===== config.mk =====
export PLATFORM = sky130hd
export DESIGN_NAME = reg_out_bank
export DESIGN_NICKNAME = d
export VERILOG_FILES = /design/src/rtl/reg_out_pkg.sv /design/src/rtl/reg_out_bank_oe_seq.sv /design/src/rtl/reg_out_bank.sv
export SDC_FILE = /design/constraint.sdc
export NUM_CORES = 1
export LEC_CHECK = 0
export BUFFER_PORTS_ARGS = -buffer_cell sky130_fd_sc_hd__buf_2
export CORE_MARGIN = 8
export CORE_UTILIZATION = 40
export CTS_BUF_LIST = sky130_fd_sc_hd__clkbuf_4
export DETAILED_ROUTE_END_ITERATION = 8
export GPL_ROUTABILITY_DRIVEN = 1
export PLACE_DENSITY_LB_ADDON = 0.12
export SYNTH_ARGS = -nofsm -noshare
export SYNTH_HDL_FRONTEND = slang
export SYNTH_HIERARCHICAL = 1
export SYNTH_SLANG_ARGS = --single-unit

===== constraint.sdc =====
create_clock -name clk -period 13.73 [get_ports clk]
set_input_delay 2.0595 -clock clk [delete_from_list [all_inputs] [get_ports clk]]
set_output_delay 2.0595 -clock clk [all_outputs]
set_load 0.03 [all_outputs]

===== src/rtl/reg_out_pkg.sv =====
`default_nettype none
// ============================================================================
//  Module      : reg_out_pkg
//  Description : Shared types and helpers for the output-register bank:
//                write/read address decode, CLR bit position and the
//                derived-parameter arithmetic (direction words, addr width).
//  Revision    : 1.0  initial release
// ============================================================================
package reg_out_pkg;

    // Bit of the 16-bit write word that requests a soft clear of the bank.
    localparam int c_clr_bit = 15;

    // Result of decoding a bus address against the register map.
    typedef enum logic [1:0] {
        DEC_DATA    = 2'd0,
        DEC_DIR     = 2'd1,
        DEC_INVALID = 2'd2
    } dec_e;

    // Number of DW-wide words needed to hold n_oe direction bits.
    function automatic int calc_dir_words(input int n_oe, input int dw);
        return (n_oe + dw - 1) / dw;
    endfunction

    // Address width covering data channels plus direction words (min 1).
    function automatic int calc_aw(input int n_ch, input int dir_words);
        return ((n_ch + dir_words) > 2) ? $clog2(n_ch + dir_words) : 1;
    endfunction

    // Data channels occupy 0..n_ch-1, direction words follow directly.
    function automatic dec_e decode_addr(input int addr, input int n_ch,
                                         input int dir_words);
        if (addr < n_ch)
            return DEC_DATA;
        else if (addr < n_ch + dir_words)
            return DEC_DIR;
        else
            return DEC_INVALID;
    endfunction

endpackage
`default_nettype wire


===== src/rtl/reg_out_bank_oe_seq.sv =====
`default_nettype none
// ============================================================================
//  Module      : oe_seq
//  Description : Break-before-make output-enable sequencer. An OE line is
//                the AND of its direction bit and that bit delayed by
//                1..OE_DLY cycles: OE falls with dir, rises OE_DLY cycles
//                after it, and short dir pulses never reach the pad.
//  Ports       : clk, rst (async, high), clr (sync history clear),
//                dir_in [N_OE] active direction, oe_out [N_OE] pad enables
//  Revision    : 1.0  initial release
// ============================================================================
module oe_seq #(
    parameter int N_OE   = 16,
    parameter int OE_DLY = 1
) (
    input  logic            clk,
    input  logic            rst,
    input  logic            clr,
    input  logic [N_OE-1:0] dir_in,
    output logic [N_OE-1:0] oe_out
);

    logic [OE_DLY-1:0][N_OE-1:0] r_dly;
    logic [N_OE-1:0]             w_hist;

    always_ff @(posedge clk or posedge rst) begin
        if (rst)
            r_dly[0] <= '0;
        else if (clr)
            r_dly[0] <= '0;
        else
            r_dly[0] <= dir_in;
    end

    generate
        for (genvar k = 1; k < OE_DLY; k++) begin : g_stage
            always_ff @(posedge clk or posedge rst) begin
                if (rst)
                    r_dly[k] <= '0;
                else if (clr)
                    r_dly[k] <= '0;
                else
                    r_dly[k] <= r_dly[k-1];
            end
        end
    endgenerate

    // Direction must have been held for every delayed sample to enable.
    always_comb begin
        w_hist = '1;
        for (int k = 0; k < OE_DLY; k++)
            w_hist = w_hist & r_dly[k];
    end

    assign oe_out = dir_in & w_hist;

endmodule
`default_nettype wire


===== src/rtl/reg_out_bank.sv =====
`default_nettype none
// ============================================================================
//  Module      : reg_out_bank
//  Description : Parametrised output-register bank. Addressed writes land
//                in shadow registers; a commit copies all shadows to the
//                active outputs in one edge. Supports readback of active
//                values, range-error flags, bus-carried soft clear (CLR) and
//                break-before-make OE sequencing.
//  Ports       : clk, rst (async, high)
//                wr_en/wr_addr/wr_data -> wr_err      write port
//                commit -> commit_ack                 shadow->active transfer
//                rd_en/rd_addr -> rd_data/rd_valid/rd_err   readback
//                data_out, dir_out, oe_out            pad-side outputs
//  Revision    : 1.0  initial release
// ============================================================================
module reg_out_bank
    import reg_out_pkg::*;
#(
    parameter int N_CH        = 16,
    parameter int DW          = 8,
    parameter int N_OE        = 16,
    parameter int OE_DLY      = 1,
    parameter int AUTO_COMMIT = 0,
    parameter int DIR_WORDS   = calc_dir_words(N_OE, DW),
    parameter int AW          = calc_aw(N_CH, DIR_WORDS)
) (
    input  logic                 clk,
    input  logic                 rst,
    input  logic                 wr_en,
    input  logic [AW-1:0]        wr_addr,
    input  logic [15:0]          wr_data,
    output logic                 wr_err,
    input  logic                 commit,
    output logic                 commit_ack,
    input  logic                 rd_en,
    input  logic [AW-1:0]        rd_addr,
    output logic [DW-1:0]        rd_data,
    output logic                 rd_valid,
    output logic                 rd_err,
    output logic [N_CH*DW-1:0]   data_out,
    output logic [N_OE-1:0]      dir_out,
    output logic [N_OE-1:0]      oe_out
);

    localparam int                  c_dir_bits = DIR_WORDS * DW;
    // Direction storage is padded to whole words; bits >= N_OE stay 0.
    localparam logic [c_dir_bits-1:0] c_dir_mask =
        {c_dir_bits{1'b1}} >> (c_dir_bits - N_OE);

    logic [N_CH*DW-1:0]    r_data_sh, r_data_act, w_data_sh_nxt;
    logic [c_dir_bits-1:0] r_dir_sh,  r_dir_act,  w_dir_sh_nxt;

    logic  w_wr_clr, w_wr_ok, w_wr_bad, w_do_commit;
    dec_e  w_wr_dec, w_rd_dec;
    int    w_wr_idx, w_rd_idx;
    logic  w_unused_wr_data;

    assign w_wr_idx = int'(wr_addr);
    assign w_rd_idx = int'(rd_addr);
    assign w_wr_dec = decode_addr(w_wr_idx, N_CH, DIR_WORDS);
    assign w_rd_dec = decode_addr(w_rd_idx, N_CH, DIR_WORDS);

    // CLR ignores address and payload entirely.
    assign w_wr_clr = wr_en & wr_data[c_clr_bit];
    assign w_wr_ok  = wr_en & ~wr_data[c_clr_bit] & (w_wr_dec != DEC_INVALID);
    assign w_wr_bad = wr_en & ~wr_data[c_clr_bit] & (w_wr_dec == DEC_INVALID);

    // In auto mode every accepted write commits itself; commit is ignored.
    assign w_do_commit = (AUTO_COMMIT != 0) ? w_wr_ok : commit;

    // Only the CLR flag and payload bits carry meaning.
    assign w_unused_wr_data = &{1'b0, wr_data};

    // Next shadow value; committing this (rather than the current shadow)
    // makes a same-cycle write part of the commit.
    always_comb begin
        w_data_sh_nxt = r_data_sh;
        w_dir_sh_nxt  = r_dir_sh;
        if (w_wr_ok && (w_wr_dec == DEC_DATA))
            w_data_sh_nxt[w_wr_idx*DW +: DW] = wr_data[DW-1:0];
        if (w_wr_ok && (w_wr_dec == DEC_DIR))
            w_dir_sh_nxt[(w_wr_idx-N_CH)*DW +: DW] = wr_data[DW-1:0];
        w_dir_sh_nxt = w_dir_sh_nxt & c_dir_mask;
    end

    always_ff @(posedge clk or posedge rst) begin
        if (rst) begin
            r_data_sh  <= '0;
            r_data_act <= '0;
            r_dir_sh   <= '0;
            r_dir_act  <= '0;
            commit_ack <= 1'b0;
            wr_err     <= 1'b0;
        end else if (w_wr_clr) begin
            // CLR beats a simultaneous commit and is not acknowledged.
            r_data_sh  <= '0;
            r_data_act <= '0;
            r_dir_sh   <= '0;
            r_dir_act  <= '0;
            commit_ack <= 1'b0;
            wr_err     <= 1'b0;
        end else begin
            r_data_sh  <= w_data_sh_nxt;
            r_dir_sh   <= w_dir_sh_nxt;
            if (w_do_commit) begin
                r_data_act <= w_data_sh_nxt;
                r_dir_act  <= w_dir_sh_nxt;
            end
            commit_ack <= w_do_commit;
            wr_err     <= w_wr_bad;
        end
    end

    // Readback samples the active registers before this edge's update.
    always_ff @(posedge clk or posedge rst) begin
        if (rst) begin
            rd_data  <= '0;
            rd_valid <= 1'b0;
            rd_err   <= 1'b0;
        end else begin
            rd_valid <= rd_en;
            rd_err   <= rd_en & (w_rd_dec == DEC_INVALID);
            if (rd_en) begin
                case (w_rd_dec)
                    DEC_DATA: rd_data <= r_data_act[w_rd_idx*DW +: DW];
                    DEC_DIR:  rd_data <= r_dir_act[(w_rd_idx-N_CH)*DW +: DW];
                    default:  rd_data <= '0;
                endcase
            end
        end
    end

    assign data_out = r_data_act;
    assign dir_out  = r_dir_act[N_OE-1:0];

    oe_seq #(
        .N_OE   (N_OE),
        .OE_DLY (OE_DLY)
    ) u_oe_seq (
        .clk    (clk),
        .rst    (rst),
        .clr    (w_wr_clr),
        .dir_in (dir_out),
        .oe_out (oe_out)
    );

endmodule
`default_nettype wire

==> impl_metrics.csv, run 1 <==
group,metric,value,unit
final_layout,drive_gt1_share,27.4,%
critical_path,worstPathArrival,5300,ps
critical_path,path_class,"primary input to flop",
final_layout,syn2layout_area_growth,16.3,%
clock_network,cts_sinks,316,
logic_synthesis,avgSynthCellArea,11.3,sq um
floorplanning,rows,68,
timing,fmax,214,MHz
route,drt_iter0_markers,795,
timing,skew,39.8,ps
timing,relSlewSlack,21.5,%
route,routed_wl,45.2,mm
global_routing,grt_pass1_vias,10700,
clock_network,cts_root_buf,"clkbuf_4",
power_and_ir_drop,p_per_area,129,nW/um^2
power_and_ir_drop,peakVddDrop,56.7,uV
route,num_vias,10600,
clock_network,cts_tree,"done",
clock_network,cts_buffers,86,
timing,worstMarginPinSlew,1170,ps
critical_path,critPathMaxFanout,32,
critical_path,worstPathRequired,14350,ps
final_layout,final_util,47.3,%
floorplanning,die_y,204,um
route,drc,0,
flow_run,maxCapViolCount,0,
clock_network,postCtsSetupBuffers,0,
route,postRouteAntennaNets,0,
global_routing,grt_max_degree,182,
final_layout,num-nets-final,1470,
floorplanning,start_util,40.6,%
global_routing,antenna_found_initial,5,
clock_network,cts_resized,0,
timing,tns,0,ps
route,first_pass_iters,5,
clock_network,insertion_delay,710,ps
outcome,status,"finished clean",
floorplanning,die-area,41400,sq um
timing,hold_viol,0,
placement,port_buffers,195,
global_routing,gr-total-overflow,0,
logic_synthesis,synth_seq_cells,316,
floorplanning,coreArea,34600,sq um
placement,place_congestion,0.799,
floorplanning,die_w,204,um
placement,hpwl,29.4,mm
final_layout,final_common_cell,"dfrtp_1",
global_routing,track_usage,21.6,%
worst_hold_path,hp-class,"flop to flop",
timing,setup_viol,0,
critical_path,cp-end-kind,"flop",
power_and_ir_drop,power.leakage,8.24,nW
timing,finalCritPeriodShare,34.1,%
floorplanning,ioPinCount,203,
global_routing,grt_pass1_wl,68.7,mm
logic_synthesis,yosys_warnings,6,
logic_synthesis,syn-num-nets,1281,
final_layout,final_cell_mix,"dfrtp_1, buf_2, o21ai_0, nor2_1, mux2i_1",
clock_network,clock_tree.buffer_depth,3,
logic_synthesis,yosysUniqueCellTypes,56,
timing,report.final.slew_viol_count,0,
clock_network,cts_hold_buf,0,
logic_synthesis,synth_cells,1243,
route,via_per_inst,5.46,
timing,rsz0062_at_grt,"no",
clock_network,clk_pin_slew,60,ps
critical_path,cp-start-kind,"primary input",
logic_synthesis,seq_area_frac_synth,56.2,%
logic_synthesis,synth_area,14100,sq um
timing,min_period,4680,ps
clock_network,htree_levels,3,
route,routedWlPerCell,23.2,um
[routing by layer]
layer,vias up,part of all wire (%),GRT usage (%)
met2,350,47,34.2
met1,5317,44,28.9
met5,-,0.073,0
li1,4895,-,-
met3,63,6.2,5.38
met4,6,2.4,7.15
[logic make-up (layout without fill, tap and decap cells)]
family / after synthesis / after routing / synth area share, %
AO/OA/AOI/OAI: 341 / 341 / 12.8
XOR/XNOR: 2 / 2 / 0.178
buffers and inverters: 114 / 361 / 3.27
adder cells (fa/ha/maj): 7 / 7 / 0.622
other: 0 / 2 / 0
multiplexers: 178 / 178 / 15.7
AND/OR/NAND/NOR: 285 / 285 / 11.2
flip-flops: 316 / 316 / 56.2
[synth_stat cells (all sizes together)]
master,number,area [sq um]
and4,2,17.5
or3b,1,8.76
dfrtp,316,7910
o2111a,1,11.3
a211o,2,17.5
nand4,6,68.8
a31oi,16,100
and3,4,25.0
and2b,6,52.6
nor3b,1,7.51
nand2b,4,25.0
ha,7,87.6
nor3,11,87.6
or4,8,60.1
a21oi,142,711
or4b,2,20.0
mux2i,144,1440
o2bb2a,1,11.3
inv,11,41.3
nor4b,1,8.76
buf,15,88.8
nor2,145,547
xnor2,1,16.3
and2,27,169
nand2,17,63.8
nand3,8,60.1
or2,1,6.26
and4b,1,10.0
o21ai,159,796
nand4b,9,78.8
clkbuf,88,330
nor4,5,82.6
o221ai,3,26.3
xor2,1,8.76
mux4,34,766
or3,4,25.0
nand3b,1,7.51
a2111oi,2,17.5
o31a,1,8.76
a211oi,11,82.6
a21boi,3,22.5
nor2b,21,149
[sequential cells by signal, summed over array words and instances, names as in the netlist]
name,flops
rd_err,1
commit_ack,1
dir_out,16
rd_valid,1
rd_data,8
wr_err,1
data_out,128
r_data_sh,128
r_dir_sh,16
u_oe_seq/r_dly,16
[per-stage QoR]
| step | hold slack, ps | cell area, sq um | setup WS, ps | total power, mW | instances |
|---|---|---|---|---|---|
| after floorplan | 481 | 14100 | 3380 | 1.20 | 1243 |
| after global placement | 497 | 15300 | 8410 | 1.31 | 1799 |
| after detailed placement | 504 | 15300 | 8360 | 1.31 | 1799 |
| after CTS | 519 | 16400 | 9120 | 2.15 | 1945 |
| after global routing | 537 | 16400 | 8850 | 2.22 | 1947 |
| final | 515 | 16400 | 9050 | 2.11 | 1947 |
[critical path, cell delays in order]
cell	delay, ps
buf_2	310
inv_1	100
ha_1	300
nand2_1	180
inv_1	90
ha_1	320
or4b_1	530
nor4_1	230
o2bb2a_2	420
or4_1	570
a21oi_1	180
[final timing paths]
path	start	end	slack (ps)	cells after the start
setup / recovery	wr_addr[0]	r_dir_sh[8]	9050	11
min in group asynchronous	rst	r_dir_sh[5]	1470	2
hold reg to reg	r_data_sh[98]	r_data_sh[98]	520	2
max in group asynchronous	rst	r_data_sh[56]	10700	3
hold / removal	r_data_sh[98]	r_data_sh[98]	520	2
setup reg to reg	data_out[51]	rd_data[3]	11650	4
[power by group]
part | switching (mW) | total (mW) | internal [mW]
Clock | 0.382 | 0.823 | 0.441
Combinational | 0.207 | 0.285 | 0.0781
Sequential | 0.0359 | 1.00 | 0.968
Total | 0.626 | 2.11 | 1.49
[area by class of cell]
class,count,area [sq um]
clock inverters,18,95.1
well taps,455,569
flip-flops and latches,316,7910
repair buffers,204,1060
inverters,11,51.3
fillers,3281,18300
multi-input cells,813,5710
clock buffers,128,961
diodes,2,5.00
No activity file was read; power rests on OpenSTA's default activity.
==> run 2: changes to the inputs <==
ABC_AREA = 1   (was unset)
clock period = 4.35 ns   (was 13.73 ns; I/O delays follow)
==> run 2 against run 1 <==
Effect of this change: wire length increased by 23%; synthesized area is 11% higher; worst hold slack got worse by 420 ps; critical path type unchanged; highest routed layer unchanged.
==> impl_metrics.csv, run 2 <==
group,metric,value,unit
outcome,status,"finished clean",
logic_synthesis,synthMuxAreaShare,0,%
global_routing,track_usage,24.4,%
global_routing,antenna_found_initial,4,
logic_synthesis,synth_fa_ha_area_share,0.562,%
floorplanning,start_util,40.4,%
final_layout,final_cell_mix,"nand2_1, dfrtp_1, inv_1, buf_2, nand3_1",
clock_network,postCtsSetupBuffers,0,
flow_run,maxCapViolCount,0,
logic_synthesis,synth_ff_type,"dfrtp_1",
logic_synthesis,synth_compound_area_share,4.79,%
timing,relSlewSlack,28.8,%
logic_synthesis,yosys_warnings,6,
route,routed_wl,55.7,mm
placement,place_congestion,0.960,
floorplanning,rows,72,
critical_path,r2r_start,"data_out[38]",
placement,post-place-ws,857,ps
worst_hold_path,holdPathEnd,"rd_valid",
logic_synthesis,avgSynthCellArea,7.84,sq um
timing,rsz0062_at_grt,"no",
critical_path,worstPathArrival,3440,ps
logic_synthesis,seq_area_frac_synth,50.8,%
power_and_ir_drop,peakVddDrop,179,uV
final_layout,final_util,47.2,%
route,drt_iter0_markers,1380,
timing,report.final.slew_viol_count,0,
critical_path,path_class,"primary input to flop",
clock_network,cts_tree,"done",
critical_path,worstPathRequired,5030,ps
timing,finalCritPeriodShare,63.6,%
clock_network,insertion_delay,790,ps
logic_synthesis,synth_top_cells_by_area,"dfrtp_1, nand2_1, inv_1",
floorplanning,coreArea,38600,sq um
timing,min_period,2770,ps
global_routing,grt_pass1_vias,14200,
logic_synthesis,synth_cells,1987,
worst_hold_path,hp-class,"primary input to flop",
route,via_per_inst,5.25,
clock_network,cts_buffers,91,
logic_synthesis,synth_edf_count,0,
global_routing,grt_pass1_wl,85.0,mm
worst_hold_path,worstHoldStart,"rd_en",
route,num_vias,14600,
power_and_ir_drop,power.leakage,10.7,nW
route,routedWlPerCell,20.1,um
placement,port_buffers,195,
final_layout,syn2layout_area_growth,16.8,%
worst_hold_path,min_path_cells,1,
logic_synthesis,synth_xor_xnor_area_share,0.177,%
floorplanning,ioPinCount,203,
power_and_ir_drop,comb_power_share,9.8,%
logic_synthesis,synth_area,15600,sq um
logic_synthesis,yosysUniqueCellTypes,33,
logic_synthesis,synth_top_area_cell,"dfrtp_1",
critical_path,rr_worst_depth,8,
timing,worst_slack,1580,ps
logic_synthesis,syn-num-nets,2025,
critical_path,cp-end-kind,"flop",
logic_synthesis,async_reset_ff_share,100,%
global_routing,grt_max_degree,252,
timing,hold_viol,0,
critical_path,cp-start-kind,"primary input",
logic_synthesis,synth_seq_cells,316,
clock_network,cts_sinks,316,
final_layout,num-nets-final,2232,
global_routing,gr-total-overflow,0,
placement,hpwl,38.0,mm
floorplanning,die-area,45500,sq um
clock_network,cts_root_buf,"clkbuf_4",
route,first_pass_iters,7,
power_and_ir_drop,p_sw,1.82,mW
clock_network,clock_tree.buffer_depth,3,
power_and_ir_drop,seq_power_share,46.8,%
clock_network,htree_levels,3,
timing,worstMarginPinSlew,1070,ps
clock_network,cts_hold_buf,1,
power_and_ir_drop,power_frac_clock,43.4,%
final_layout,drive_gt1_share,17.7,%
timing,fmax,362,MHz
power_and_ir_drop,intPower,4.61,mW
logic_synthesis,synth_simple_gate_area_share,33.8,%
power_and_ir_drop,switching_share,28.3,%
timing,setup_viol,0,
clock_network,cts_resized,0,
timing,skew,73.5,ps
logic_synthesis,synth_top_family_by_area,"simple AND/OR/NAND/NOR gates",
route,drc,0,
logic_synthesis,synth_top_area_share,50.8,%
power_and_ir_drop,p_per_area,354,nW/um^2
final_layout,final_common_cell,"nand2_1",
critical_path,reg2reg_to,"rd_data[6]",
critical_path,critPathMaxFanout,18,
logic_synthesis,synth_top_cells_by_count,"nand2_1, dfrtp_1, inv_1",
floorplanning,die_y,213,um
route,postRouteAntennaNets,0,
clock_network,clk_pin_slew,60,ps
logic_synthesis,synthMostInstantiatedCell,"nand2_1",
critical_path,r2r_setup_slack,2750,ps
floorplanning,die_w,213,um
[run 2: area by class of cell]
class / instances / area (sq um)
diodes: 2 / 5.00
clock buffers: 132 / 991
clock inverters: 22 / 141
fillers: 4018 / 20400
inverters: 298 / 1120
multi-input cells: 1270 / 6150
flip-flops and latches: 316 / 7910
well taps: 518 / 648
repair buffers: 217 / 1240
[run 2: through the flow]
step / setup TNS [ps] / std cells / hold slack (ps) / instance area, sq um / power (mW)
after floorplan: -86870 / 1987 / 513 / 15600 / 3.45
after global placement: 0 / 2618 / 465 / 17100 / 3.69
after detailed placement: 0 / 2618 / 468 / 17100 / 3.69
after CTS: 0 / 2773 / 24.5 / 18200 / 6.52
after global routing: 0 / 2775 / 27.3 / 18200 / 6.73
final: 0 / 2775 / 91.0 / 18200 / 6.44
[run 2: worst max-delay path by stage]
| stage | from | end | slack [ps] | cells after the start |
|---|---|---|---|---|
| 2_1_floorplan | rst | commit_ack | -290 | 1 |
| 4_1_cts | wr_addr[0] | dir_out[8] | 1650 | 18 |
| 3_3_place_gp | wr_addr[0] | dir_out[8] | 950 | 18 |
| 5_1_grt | wr_addr[0] | dir_out[8] | 1320 | 18 |
| 3_5_place_dp | wr_addr[0] | dir_out[8] | 860 | 18 |
| 6_report | wr_addr[0] | dir_out[8] | 1580 | 18 |
[run 2: power groups by stage]
| stage | combinational, mW | sequential, mW | clock (mW) |
|---|---|---|---|
| floorplan | 0.345 | 3.11 | 0 |
| global placement | 0.627 | 3.06 | 0 |
| detailed placement | 0.630 | 3.06 | 0 |
| CTS | 0.633 | 3.01 | 2.87 |
| global route | 0.689 | 3.01 | 3.03 |
| finish | 0.634 | 3.01 | 2.79 |
[run 2: kinds of logic after synthesis]
logic type                 count (synthesis)
AOI/OAI and AO/OA                        127
adders and majority gates                  7
buffers and inverters                    401
xor gates and xnor gates                   1
and+or+nand+nor                         1135
DFF                                      316
[run 2: worst max-delay path, cell delays in order]
cell and delay (ps):
buf_2 140, inv_2 140, ha_1 330, nand2_1 130
nor2_1 220, nand2_1 100, ha_1 300, inv_1 60
nand2_1 50, nor2_1 80, nand2_1 60, nor2_1 110
nand2_1 70, nand2_2 310, nand2_1 300, nand2_1 140
nand4_1 130, nand2_1 120
[run 2: metal layers]
layer	vias up	global-route usage (%)	wire length [um]
li1	6841	-	-
met1	7065	32.7	23700
met2	552	37.9	25400
met3	111	6.17	4610
met4	4	9.38	1990
met5	-	0	29
==> run 3: changes to the inputs <==
ABC_AREA = 0   (was 1)
clock period = 2.7 ns   (was 4.35 ns; I/O delays follow)
==> run 3 against run 2 <==
Effect of this change: final area shrank 4.6%; global-route usage is 2.0 points lower; critical path depth fell by 7; first-iteration DRC count down 44%; clock power grew 53%; power up 70%; clock-buffer cell count decreased by 2; critical path type unchanged; highest routed layer is now met4.
==> impl_metrics.csv, run 3 (same netlist as run 1, synthesis figures left out) <==
group,metric,value,unit
outcome,status,"finished clean",
route,postRouteAntennaNets,0,
power_and_ir_drop,power.leakage,8.75,nW
timing,setup_viol,0,
timing,fin_hold_ws,106,ps
power_and_ir_drop,power_frac_clock,39.0,%
floorplanning,die_w,204,um
floorplanning,ioPinCount,203,
critical_path,critPathMaxFanout,15,
power_and_ir_drop,intPower,7.69,mW
floorplanning,start_util,40.6,%
timing,worstMarginPinSlew,580,ps
final_layout,num-nets-final,1548,
placement,place_congestion,0.866,
power_and_ir_drop,comb_power_share,14.4,%
critical_path,setup.worst_path.start,"wr_addr[3]",
clock_network,cts_sinks,316,
clock_network,cts_buffers,86,
critical_path,worstPathRequired,3280,ps
critical_path,r2r_start,"data_out[119]",
global_routing,gr-total-overflow,0,
floorplanning,rows,68,
clock_network,htree_levels,3,
timing,hold_viol,0,
global_routing,grt_max_degree,81,
critical_path,cp-start-kind,"primary input",
placement,port_buffers,195,
power_and_ir_drop,peakVddDrop,320,uV
clock_network,cts_resized,0,
route,via_per_inst,5.47,
final_layout,drive_gt1_share,32.1,%
critical_path,worstPathArrival,2900,ps
route,drc,0,
final_layout,fill_cells,3206,
clock_network,insertion_delay,710,ps
critical_path,cp-end-kind,"flop",
final_layout,final_cell_mix,"dfrtp_1, buf_2, o21ai_0, mux2i_1, nor2_1",
route,first_pass_iters,5,
final_layout,regArea,7910,sq um
route,drt_iter0_markers,769,
timing,tns,0,ps
floorplanning,coreArea,34600,sq um
clock_network,clk_pin_slew,50,ps
placement,hpwl,32.3,mm
placement,post-place-ws,-310,ps
final_layout,final_area,17400,sq um
placement,place_area,16300,sq um
clock_network,clock_tree.buffer_depth,3,
critical_path,path_class,"primary input to flop",
floorplanning,die_y,204,um
global_routing,antenna_found_initial,1,
route,routed_wl,46.6,mm
power_and_ir_drop,p_sw,3.25,mW
timing,finalCritPeriodShare,85.8,%
power_and_ir_drop,seq_power_share,46.7,%
floorplanning,die-area,41400,sq um
final_layout,syn2layout_area_growth,23.4,%
timing,min_period,2320,ps
final_layout,multi_input_area,5780,sq um
global_routing,grt_pass1_vias,11300,
clock_network,cts_root_buf,"clkbuf_4",
worst_hold_path,worstHoldStart,"wr_en",
clock_network,cts_tree,"done",
global_routing,track_usage,22.4,%
route,routedWlPerCell,23.0,um
power_and_ir_drop,p_per_area,630,nW/um^2
timing,fmax,431,MHz
timing,worst_slack,382,ps
timing,report.final.slew_viol_count,0,
flow_run,maxCapViolCount,0,
timing,skew,48.4,ps
global_routing,grt_pass1_wl,71.4,mm
route,num_vias,11100,
timing,relSlewSlack,61.3,%
power_and_ir_drop,switching_share,29.7,%
timing,rsz0062_at_grt,"no",
final_layout,final_common_cell,"dfrtp_1",
final_layout,final_util,50.2,%
worst_hold_path,hp-class,"primary input to flop",
run 3: layer usage:
layer  wire [um]  up-vias  GRT usage (%)
li1            -     5040              -
met1       20900     5599           30.4
met2       21700      368           34.9
met3        2770       68           5.06
met4        1260        0           7.90
met5           0        -              0
run 3: power by group through the flow:
stage | Combinational [mW] | Sequential [mW] | Clock (mW)
floorplan | 0.660 | 5.44 | 0
global placement | 1.57 | 5.19 | 0
detailed placement | 1.58 | 5.19 | 0
CTS | 1.59 | 5.10 | 4.40
global route | 1.69 | 5.12 | 4.63
finish | 1.57 | 5.10 | 4.26
run 3: through the flow:
step	std cells	power (mW)
2_1_floorplan	1243	6.10
3_3_place_gp	1874	6.76
3_5_place_dp	1874	6.77
4_1_cts	2024	11.1
5_1_grt	2025	11.4
6_report	2025	10.9
run 3: path summary, 6_finish.rpt:
kind                                 end  slack [ps]  cells after the start
min reg2reg                r_data_sh[56]         510                      2
max in group asynchronous         wr_err        1560                      4
max                          dir_out[15]         380                     11
max reg2reg                   rd_data[7]         800                      4
min in group asynchronous   r_data_sh[6]         300                      3
min                               wr_err         110                      3
run 3: worst max-delay path, stage by stage:
cell and delay, ps:
buf_2 110, nor2_2 250, nand2_4 80, inv_2 60, nand2_1 50, ha_1 300
or4b_1 470, nor4_1 160, o2bb2a_2 360, or4_1 450, a31oi_1 200
run 3: final cells by class:
type                       count  area share, %
multi-input combinational    813           33.3
sequential                   316           45.5
timing repair buffer         282           11.4
tap                          455           3.28
antenna                        1         0.0144
clock buffer                 130           5.62
clock inverter                17          0.605
inverter                      11          0.288
run 3: repair_timing:
action	in CTS	in global routing
hold buffers	3	0
setup endpoints to repair	0	0
setup buffers	0	0
hold endpoints to repair	27	0
